<file path="config.mk">
export PLATFORM = sky130hd
export DESIGN_NAME = disk_ctrl
export DESIGN_NICKNAME = d
export VERILOG_FILES = /design/src/rtl/disk_pkg.sv /design/src/rtl/disk_timeout.sv /design/src/rtl/disk_ctrl.sv
export SDC_FILE = /design/constraint.sdc
export NUM_CORES = 1
export LEC_CHECK = 0
export CORE_UTILIZATION = 43
export CTS_CLUSTER_DIAMETER = 60
export CTS_CLUSTER_SIZE = 16
export DETAILED_ROUTE_END_ITERATION = 10
export GPL_TIMING_DRIVEN = 0
export PLACE_DENSITY_LB_ADDON = 0.15
export SLEW_MARGIN = 20
export SYNTH_ARGS = -nofsm -noshare
export SYNTH_HDL_FRONTEND = slang
export SYNTH_SLANG_ARGS = --single-unit
</file>
<file path="constraint.sdc">
create_clock -name clk -period 2.3 [get_ports clk]
set_input_delay 0.575 -clock clk [delete_from_list [all_inputs] [get_ports clk]]
set_output_delay 0.575 -clock clk [all_outputs]
set_load 0.01 [all_outputs]
</file>
<file path="src/rtl/disk_pkg.sv">
// Shared definitions for the disk controller: register map, STATUS/CMD bit
// positions and the command FSM state encoding.
package disk_pkg;

    localparam int REG_CMD    = 0;
    localparam int REG_STATUS = 1;
    localparam int REG_LBA    = 2;

    localparam int ST_BUSY = 0;
    localparam int ST_DONE = 1;
    localparam int ST_ERR  = 2;
    localparam int ST_REJ  = 3;

    localparam int CH_LSB  = 16;
    localparam int CMD_IE  = 30;
    localparam int CMD_DIR = 31;

    typedef enum logic [1:0] {
        S_IDLE,
        S_ISSUE,
        S_WAIT
    } state_e;

endpackage

</file>
<file path="src/rtl/disk_timeout.sv">
// Cycle counter bounding how long an operation may wait for disk_done;
// expired is high in the cycle the count reaches TIMEOUT-1.
module disk_timeout #(
    parameter int TIMEOUT = 1024
) (
    input  logic clk,
    input  logic rst,
    input  logic clear,
    input  logic enable,
    output logic expired
);

    localparam int CW = $clog2(TIMEOUT);

    logic [CW-1:0] cnt_q, cnt_d;

    assign expired = (cnt_q == CW'(TIMEOUT - 1));

    always_comb begin
        cnt_d = cnt_q;
        if (clear)
            cnt_d = '0;
        else if (enable && !expired)
            cnt_d = cnt_q + 1'b1;
    end

    always_ff @(posedge clk) begin
        if (rst) cnt_q <= '0;
        else     cnt_q <= cnt_d;
    end

endmodule

</file>
<file path="src/rtl/disk_ctrl.sv">
// Multi-channel disk controller: bus slave with CMD/STATUS/LBA registers and
// per-channel sector buffer windows, issuing one disk operation at a time.
module disk_ctrl
    import disk_pkg::*;
#(
    parameter  int NCH     = 2,
    parameter  int BUF_AW  = 9,
    parameter  int TIMEOUT = 1024,
    localparam int CHW     = (NCH > 1) ? $clog2(NCH) : 1,
    localparam int AW      = BUF_AW + CHW + 1
) (
    input  logic              clk,
    input  logic              rst,
    input  logic              stb,
    input  logic              we,
    input  logic [AW-1:0]     addr,
    input  logic [31:0]       dat_i,
    output logic [31:0]       dat_o,
    output logic              ack,
    output logic              irq,
    output logic [NCH-1:0]    disk_rd_req,
    output logic [NCH-1:0]    disk_wr_req,
    input  logic [NCH-1:0]    disk_done,
    output logic [31:0]       disk_lba,
    output logic [CHW-1:0]    disk_sel,
    output logic [BUF_AW-1:0] disk_buf_addr,
    output logic              disk_buf_we,
    output logic [31:0]       disk_buf_wdata,
    input  logic [31:0]       disk_buf_rdata
);

    localparam int             OW    = BUF_AW + CHW;
    localparam logic [CHW:0]   NCH_V = (CHW + 1)'(NCH);

    state_e      state_q, state_d;
    logic [31:0] cmd_q, cmd_d, lba_q, lba_d, lba_out_q, lba_out_d, dat_o_q, dat_o_d;
    logic        done_q, done_d, err_q, err_d, rej_q, rej_d, ack_q, ack_d;
    logic        expired, issue;

    logic           acc, is_reg, busy, cmd_wr, lba_wr, st_wr, buf_acc, rej, cmd_ok;
    logic [OW-1:0]  reg_off;
    logic [CHW-1:0] bus_ch, act_ch, new_ch;
    logic [31:0]    status, rd_data;

    function automatic logic ch_bad(input logic [CHW-1:0] ch);
        return {1'b0, ch} >= NCH_V;
    endfunction

    // Decode: a transaction takes effect only in its first strobe cycle.
    always_comb begin
        acc     = stb & ~ack_q;
        is_reg  = addr[AW-1];
        reg_off = addr[OW-1:0];
        bus_ch  = addr[OW-1:BUF_AW];
        busy    = (state_q != S_IDLE);
        act_ch  = cmd_q[CH_LSB +: CHW];
        new_ch  = dat_i[CH_LSB +: CHW];
        cmd_wr  = acc & is_reg & we & (reg_off == OW'(REG_CMD));
        st_wr   = acc & is_reg & we & (reg_off == OW'(REG_STATUS));
        lba_wr  = acc & is_reg & we & (reg_off == OW'(REG_LBA));
        buf_acc = acc & ~is_reg;
        rej     = (cmd_wr & (busy | ch_bad(new_ch)))
                | (lba_wr & busy)
                | (buf_acc & (ch_bad(bus_ch) | (busy & (bus_ch == act_ch))));
        cmd_ok  = cmd_wr & ~rej;

        status                 = '0;
        status[ST_BUSY]        = busy;
        status[ST_DONE]        = done_q;
        status[ST_ERR]         = err_q;
        status[ST_REJ]         = rej_q;
        status[CH_LSB +: CHW]  = act_ch;

        rd_data = '0;
        if (!is_reg) begin
            rd_data = disk_buf_rdata;
        end else begin
            case (reg_off)
                OW'(REG_CMD):    rd_data = cmd_q;
                OW'(REG_STATUS): rd_data = status;
                OW'(REG_LBA):    rd_data = lba_q;
                default:         rd_data = '0;
            endcase
        end
    end

    always_comb begin
        state_d   = state_q;
        cmd_d     = cmd_q;
        lba_d     = lba_q;
        lba_out_d = lba_out_q;
        done_d    = done_q;
        err_d     = err_q;
        rej_d     = rej_q | rej;
        ack_d     = acc;
        dat_o_d   = (acc & ~we & ~rej) ? rd_data : '0;

        if (st_wr) begin
            done_d = done_q & ~dat_i[ST_DONE];
            err_d  = err_q  & ~dat_i[ST_ERR];
            rej_d  = rej_q  & ~dat_i[ST_REJ];
        end
        if (lba_wr && !rej)
            lba_d = dat_i;
        if (cmd_ok) begin
            cmd_d     = dat_i;
            lba_out_d = lba_q;
            done_d    = 1'b0;
            err_d     = 1'b0;
        end

        // Completion on the selected channel beats a same-cycle timeout.
        case (state_q)
            S_IDLE:  if (cmd_ok) state_d = S_ISSUE;
            S_ISSUE: state_d = S_WAIT;
            S_WAIT: begin
                if (disk_done[act_ch]) begin
                    done_d  = 1'b1;
                    state_d = S_IDLE;
                end else if (expired) begin
                    err_d   = 1'b1;
                    state_d = S_IDLE;
                end
            end
            default: state_d = S_IDLE;
        endcase
    end

    always_ff @(posedge clk) begin
        if (rst) begin
            state_q   <= S_IDLE;
            cmd_q     <= '0;
            lba_q     <= '0;
            lba_out_q <= '0;
            done_q    <= 1'b0;
            err_q     <= 1'b0;
            rej_q     <= 1'b0;
            ack_q     <= 1'b0;
            dat_o_q   <= '0;
        end else begin
            state_q   <= state_d;
            cmd_q     <= cmd_d;
            lba_q     <= lba_d;
            lba_out_q <= lba_out_d;
            done_q    <= done_d;
            err_q     <= err_d;
            rej_q     <= rej_d;
            ack_q     <= ack_d;
            dat_o_q   <= dat_o_d;
        end
    end

    disk_timeout #(.TIMEOUT(TIMEOUT)) u_timeout (
        .clk     (clk),
        .rst     (rst),
        .clear   (state_q != S_WAIT),
        .enable  (state_q == S_WAIT),
        .expired (expired)
    );

    // Combinational strobes are gated so reset aborts them in the same cycle.
    assign issue          = (state_q == S_ISSUE) & ~rst;
    assign disk_rd_req    = (issue & ~cmd_q[CMD_DIR]) ? (NCH'(1) << act_ch) : '0;
    assign disk_wr_req    = (issue &  cmd_q[CMD_DIR]) ? (NCH'(1) << act_ch) : '0;
    assign disk_buf_we    = buf_acc & we & ~rej & ~rst;
    assign disk_sel       = bus_ch;
    assign disk_buf_addr  = addr[BUF_AW-1:0];
    assign disk_buf_wdata = dat_i;
    assign disk_lba       = lba_out_q;
    assign ack            = ack_q;
    assign dat_o          = dat_o_q;
    assign irq            = (done_q | err_q) & cmd_q[CMD_IE];

endmodule

</file>
# Yosys cells after proc, flatten, opt, wreduce, memory -nomap -nowiden
# Index checks and enable logic that the tools add are counted.
# op_classes
magnitude_cmp	1
n_reduce_logical	10
shift	1
muxes	20
bitwise	38
addsub	1
eq_ne	9
# op_table
cell	n
case mux 32 bit (3 select lines)	1
2-to-1 mux 32 bit	1
bitwise AND 1 bit	24
2-to-1 mux 1 bit	12
adder 10 x 1 -> 10 bit (second input constant)	1
== test 10 x 1 -> 1 bit (second input constant)	1
== test 10 bit (second input constant)	1
== test 10 x 2 -> 1 bit (second input constant)	1
zero test 10 bit	1
2-to-1 mux 2 bit	5
inverter 1 bit	10
case mux 2 bit (3 select lines)	1
inequality test 2 bit (second input constant)	2
bitwise OR 1 bit	4
OR reduction 2 bit	2
inequality test 3 bit (second input constant)	1
== test 2 x 1 -> 1 bit (second input constant)	1
== test 2 bit (second input constant)	1
logical AND 1 bit	2
zero test 1 bit	2
zero test 2 bit	1
less-than comparator 1 x 2 -> 1 bit (second input constant)	1
AND reduction 2 bit	1
nonzero test 2 bit	1
other kinds (2)	2
# totals
elab_cells	90
reg_bits	144

# Longest topological paths before layout
# depth
ltp_word	14
ltp_mapped	7
mapped_depth_nobuf	5

# Cells and area by module
# Synthesis repeated with hierarchy kept, for this count alone.
# hier_totals
hier_cells	689
area_unflattened_um2	6084.6
# by_module_without_submodules
mod	area_per_inst_um2	instances	cells_per_inst	seq_area_each_um2
disk_ctrl	5541.6	1	630	2682.6
disk_timeout	543.0	1	59	200.2

# Worst setup path after synthesis
# OpenSTA, ideal clock, no wires.
# synth_timing
kind	input port to output port
startpoint	input addr[7]
endpoint	output disk_buf_we
stages	5
arrival_ps	1892
slack_ps	-167
path_cell_list	or4_1 > buf_4 > or2_2 > o21ai_0 > nor4b_1
# synth_via
elab_chain_cells	8
# synth_lines
item	line	text
from (decl)	disk_ctrl.sv:16	input logic [AW-1:0] addr,
== test 10 x 2 -> 1 bit or zero test 10 bit (tied branches)	disk_ctrl.sv:60, disk_ctrl.sv:58	
bitwise AND 1 bit (on tied branches)	disk_ctrl.sv:60, disk_ctrl.sv:58	
bitwise AND 1 bit (on tied branches)	disk_ctrl.sv:63, disk_ctrl.sv:62	
bitwise OR 1 bit (*)	disk_ctrl.sv:63	| (lba_wr & busy)
bitwise OR 1 bit (*)	disk_ctrl.sv:64	| (buf_acc & (ch_bad(bus_ch) | (busy & (bus_ch == act_ch))));
inverter 1 bit (*)	disk_ctrl.sv:165	assign disk_buf_we = buf_acc & we & ~rej & ~rst;
bitwise AND 1 bit (*) (2 in a row)	disk_ctrl.sv:165	
to (decl)	disk_ctrl.sv:27	output logic disk_buf_we,
# Every way passes the cells marked *; elsewhere a longest branch is shown, timed or not.

# Worst setup path in the final report
# layout_timing
startpoint	input addr[4]
endpoint	output disk_buf_we
# The elaborated chain is that of the path after synthesis.

==> flow_summary_export.csv <==
group,metric,value,unit
global_route,grt_util_all_layers,24.9,%
critical_path,r2r-start,"ack",
synthesis,ys.flop_type,"dfxtp_1",
placed_design,port_buffers,191,
floorplanning,row_count,44,
floorplanning,die_y,124,um
synthesis,ys_ff_latch,144,
floorplanning,core,14500,um2
critical_path,r2r_cells,9,
floorplanning,die_area,15400,um2
synthesis,synthCells,757,
placed_design,placed_area,8610,um2
detailed_routing,drt_pass1_iterations,5,
power_and_ir_drop,switching_share,22.1,%
layout,fin_util,63.9,%
hold_path,hold_end,"cmd_q[5]",
synthesis,yosysWarnings,0,
timing,finClkSkew,0.00720,ns
power_and_ir_drop,intPower,4.50,mW
layout,area_delta_synth_final,45.1,%
critical_path,r2r-end,"disk_lba[2]",
hold_path,worstHoldStart,"cmd_q[5]",
placed_design,place_ws,-1.05,ns
layout,fillers,1323,
detailed_routing,vias,5948,
critical_path,arrival,1.82,ns
clocking,clkTransAtPathRegs,0.06,ns
detailed_routing,post_drt_wl_per_cell,16.1,um
layout,diodes,0,
timing,finalHoldViolCount,0,
global_route,overflow,0,
detailed_routing,ant_nets,0,
clocking,cts_root_buf,"clkbuf_16",
timing,final.setup.worst_slack,-0.0948,ns
run_status,violations,"setup timing",
synthesis,yosysUniqueCellTypes,46,
global_route,grt_max_degree,17,
timing,rsz0062_at_grt,"true",
floorplanning,initial_core_util,44.0,%
clocking,cts_buffers,17,
synthesis,yosys.area.top_type_share,45.0,%
critical_path,path_max_fanout,2,
detailed_routing,via_per_inst,5.07,
power_and_ir_drop,power_switching,1.28,mW
clocking,cts.path.max_buffers,2,
power_and_ir_drop,clockPowerShare,48.2,%
detailed_routing,wirelength,18900,um
critical_path,cp-end-kind,"output port",
synthesis,syn_avg_cell_area,8.45,um2
critical_path,start_kind,"input pin",
hold_path,worstHoldPathType,"reg -> reg",
critical_path,reg2reg_slack,0.20,ns
synthesis,ys_top_cells_by_area,"dfxtp_1 45%, nand2_1 10%, a21oi_2 7.0%",
critical_path,critPathKind,"in -> out",
layout,drive_gt1_share,26.0,%
synthesis,synth_edf_count,0,
synthesis,async_flop_share,0,%
layout,final_common_cell,"nand2_1",
synthesis,synth_top_area_cell,"dfxtp_1",
timing,maxSlewViolCount,0,
placed_design,gp_congestion,0.833,
run_status,status,"finished, violations left",
synthesis,synth_nets,839,
clocking,cts_sinks,144,
layout,area.sequential,2890,um2
power_and_ir_drop,total_power,5.77,mW
power_and_ir_drop,seqPwrFrac,43.4,%
global_route,first_global_vias,5491,
layout,multi_input_area,2920,um2
detailed_routing,drt-initial-drc-count,311,
clocking,tritoncts,"yes",
power_and_ir_drop,p_leak,3.29,nW
synthesis,synth.cell_area,6400,um2
global_route,grt_pass1_wl,28600,um
timing,setup_viol,1,
floorplanning,die_x,124,um
timing,fmax,418,MHz
clocking,h-tree-depth,4,
hold_path,hold_depth,2,
global_route,antenna_found_initial,0,
timing,period_share,104,%
timing,tns,-0.0948,ns
timing,slew_headroom,42.8,%
clocking,cts_hold_buffers,0,
layout,layout_common_cells,"171 x nand2_1, 142 x dfxtp_1, 142 x clkdlybuf4s50_1",
placed_design,hpwl,13300,um
timing,layout_min_cycle_time,2.39,ns
flow_run,max_cap_violations,0,
floorplanning,ios,194,
timing,worstMarginPinSlew,0.852,ns
critical_path,worstPathRequired,1.73,ns
clocking,worstSkewPairLatency,0.42,ns
power_and_ir_drop,power_density,621,nW/um2
power_and_ir_drop,comb_power_share,8.4,%
synthesis,ys_seq_area_share,45.0,%
layout,final_area,9290,um2
layout,nets,1060,
power_and_ir_drop,irDropWorstVdd,566,uV
detailed_routing,drc,0,
[synthesized netlist by cell type (3+ instances only)]
cell type / number
a21oi_1: 82
a21oi_2: 51
a31oi_1: 29
a32oi_1: 3
and3_1: 5
buf_2: 14
buf_4: 48
buf_6: 10
clkbuf_1: 21
dfxtp_1: 144
inv_1: 7
mux2_2: 3
nand2_1: 171
nand2_2: 60
nand2b_1: 3
nand3_1: 5
nand4_1: 4
nor2_1: 19
nor2b_1: 28
nor3_1: 7
nor4_1: 5
o21ai_0: 5
or4_1: 5
[critical path: stages]
cell and delay [ns]:
buf_6 0.09, or4_4 0.55, or2_4 0.26, o21ai_4 0.13, nor4b_2 0.06, buf_2 0.14
[metal layers]
layer	part of all wire, %	GRT usage, %
met4	2.0	9.38
met3	5.9	5.04
met2	47	39.9
met1	45	33.0
met5	0	0
[logic make-up after synthesis]
logic type | after synthesis | synth area share (%)
and+or+nand+nor | 326 | 25.3
AOI/OAI and AO/OA | 178 | 18.2
DFF | 144 | 45.0
buffers and inverters | 101 | 10.2
muxes | 5 | 0.841
xor gates and xnor gates | 2 | 0.274
adders and majority gates | 1 | 0.195
[power groups by stage]
stage | clock, mW | combinational [mW] | sequential (mW)
6_report | 2.78 | 0.485 | 2.51
3_5_place_dp | 0 | 0.496 | 2.56
4_1_cts | 2.81 | 0.481 | 2.51
3_3_place_gp | 0 | 0.496 | 2.56
2_1_floorplan | 0 | 0.195 | 2.57
5_1_grt | 2.92 | 0.519 | 2.51
[sequential cells by signal (all words and copies together), names as in the netlist, 2 cells and up]
| register | count |
|---|---|
| cmd_q | 32 |
| dat_o | 32 |
| disk_lba | 32 |
| lba_q | 32 |
| u_timeout.cnt_q | 10 |
| state_q | 2 |
[area by class of cell]
class                      instances  area share (%)
inverter                           7           0.283
timing repair buffer             205            21.0
clock buffer                      21            4.85
buffer                            91            7.37
multi-input combinational        512            31.4
tap                              184            2.48
clock inverter                    10            1.48
sequential                       144            31.1
[stage by stage]
step                hold slack, ns  cells
floorplan                    0.433    757
global placement             0.439   1132
detailed placement           0.446   1132
CTS                          0.454   1170
global route                 0.466   1174
finish                       0.452   1174
[worst max-delay path by stage]
stage / start / endpoint / slack [ns]
2_1_floorplan: addr[3] / cmd_q[10] / -0.006
3_3_place_gp: addr[10] / disk_buf_we / -1.05
3_5_place_dp: addr[10] / disk_buf_we / -1.05
4_1_cts: addr[4] / disk_buf_we / -0.15
5_1_grt: addr[6] / disk_buf_we / -0.12
6_report: addr[4] / disk_buf_we / -0.09
[repair_timing]
item                                    4_1_cts  5_1_grt
endpoints found under the setup margin      163       53
pin swaps                                     9        6
buffers inserted                             10        4
gates resized for setup                      88       12
Note: power is estimated with default switching activity, not from simulation.
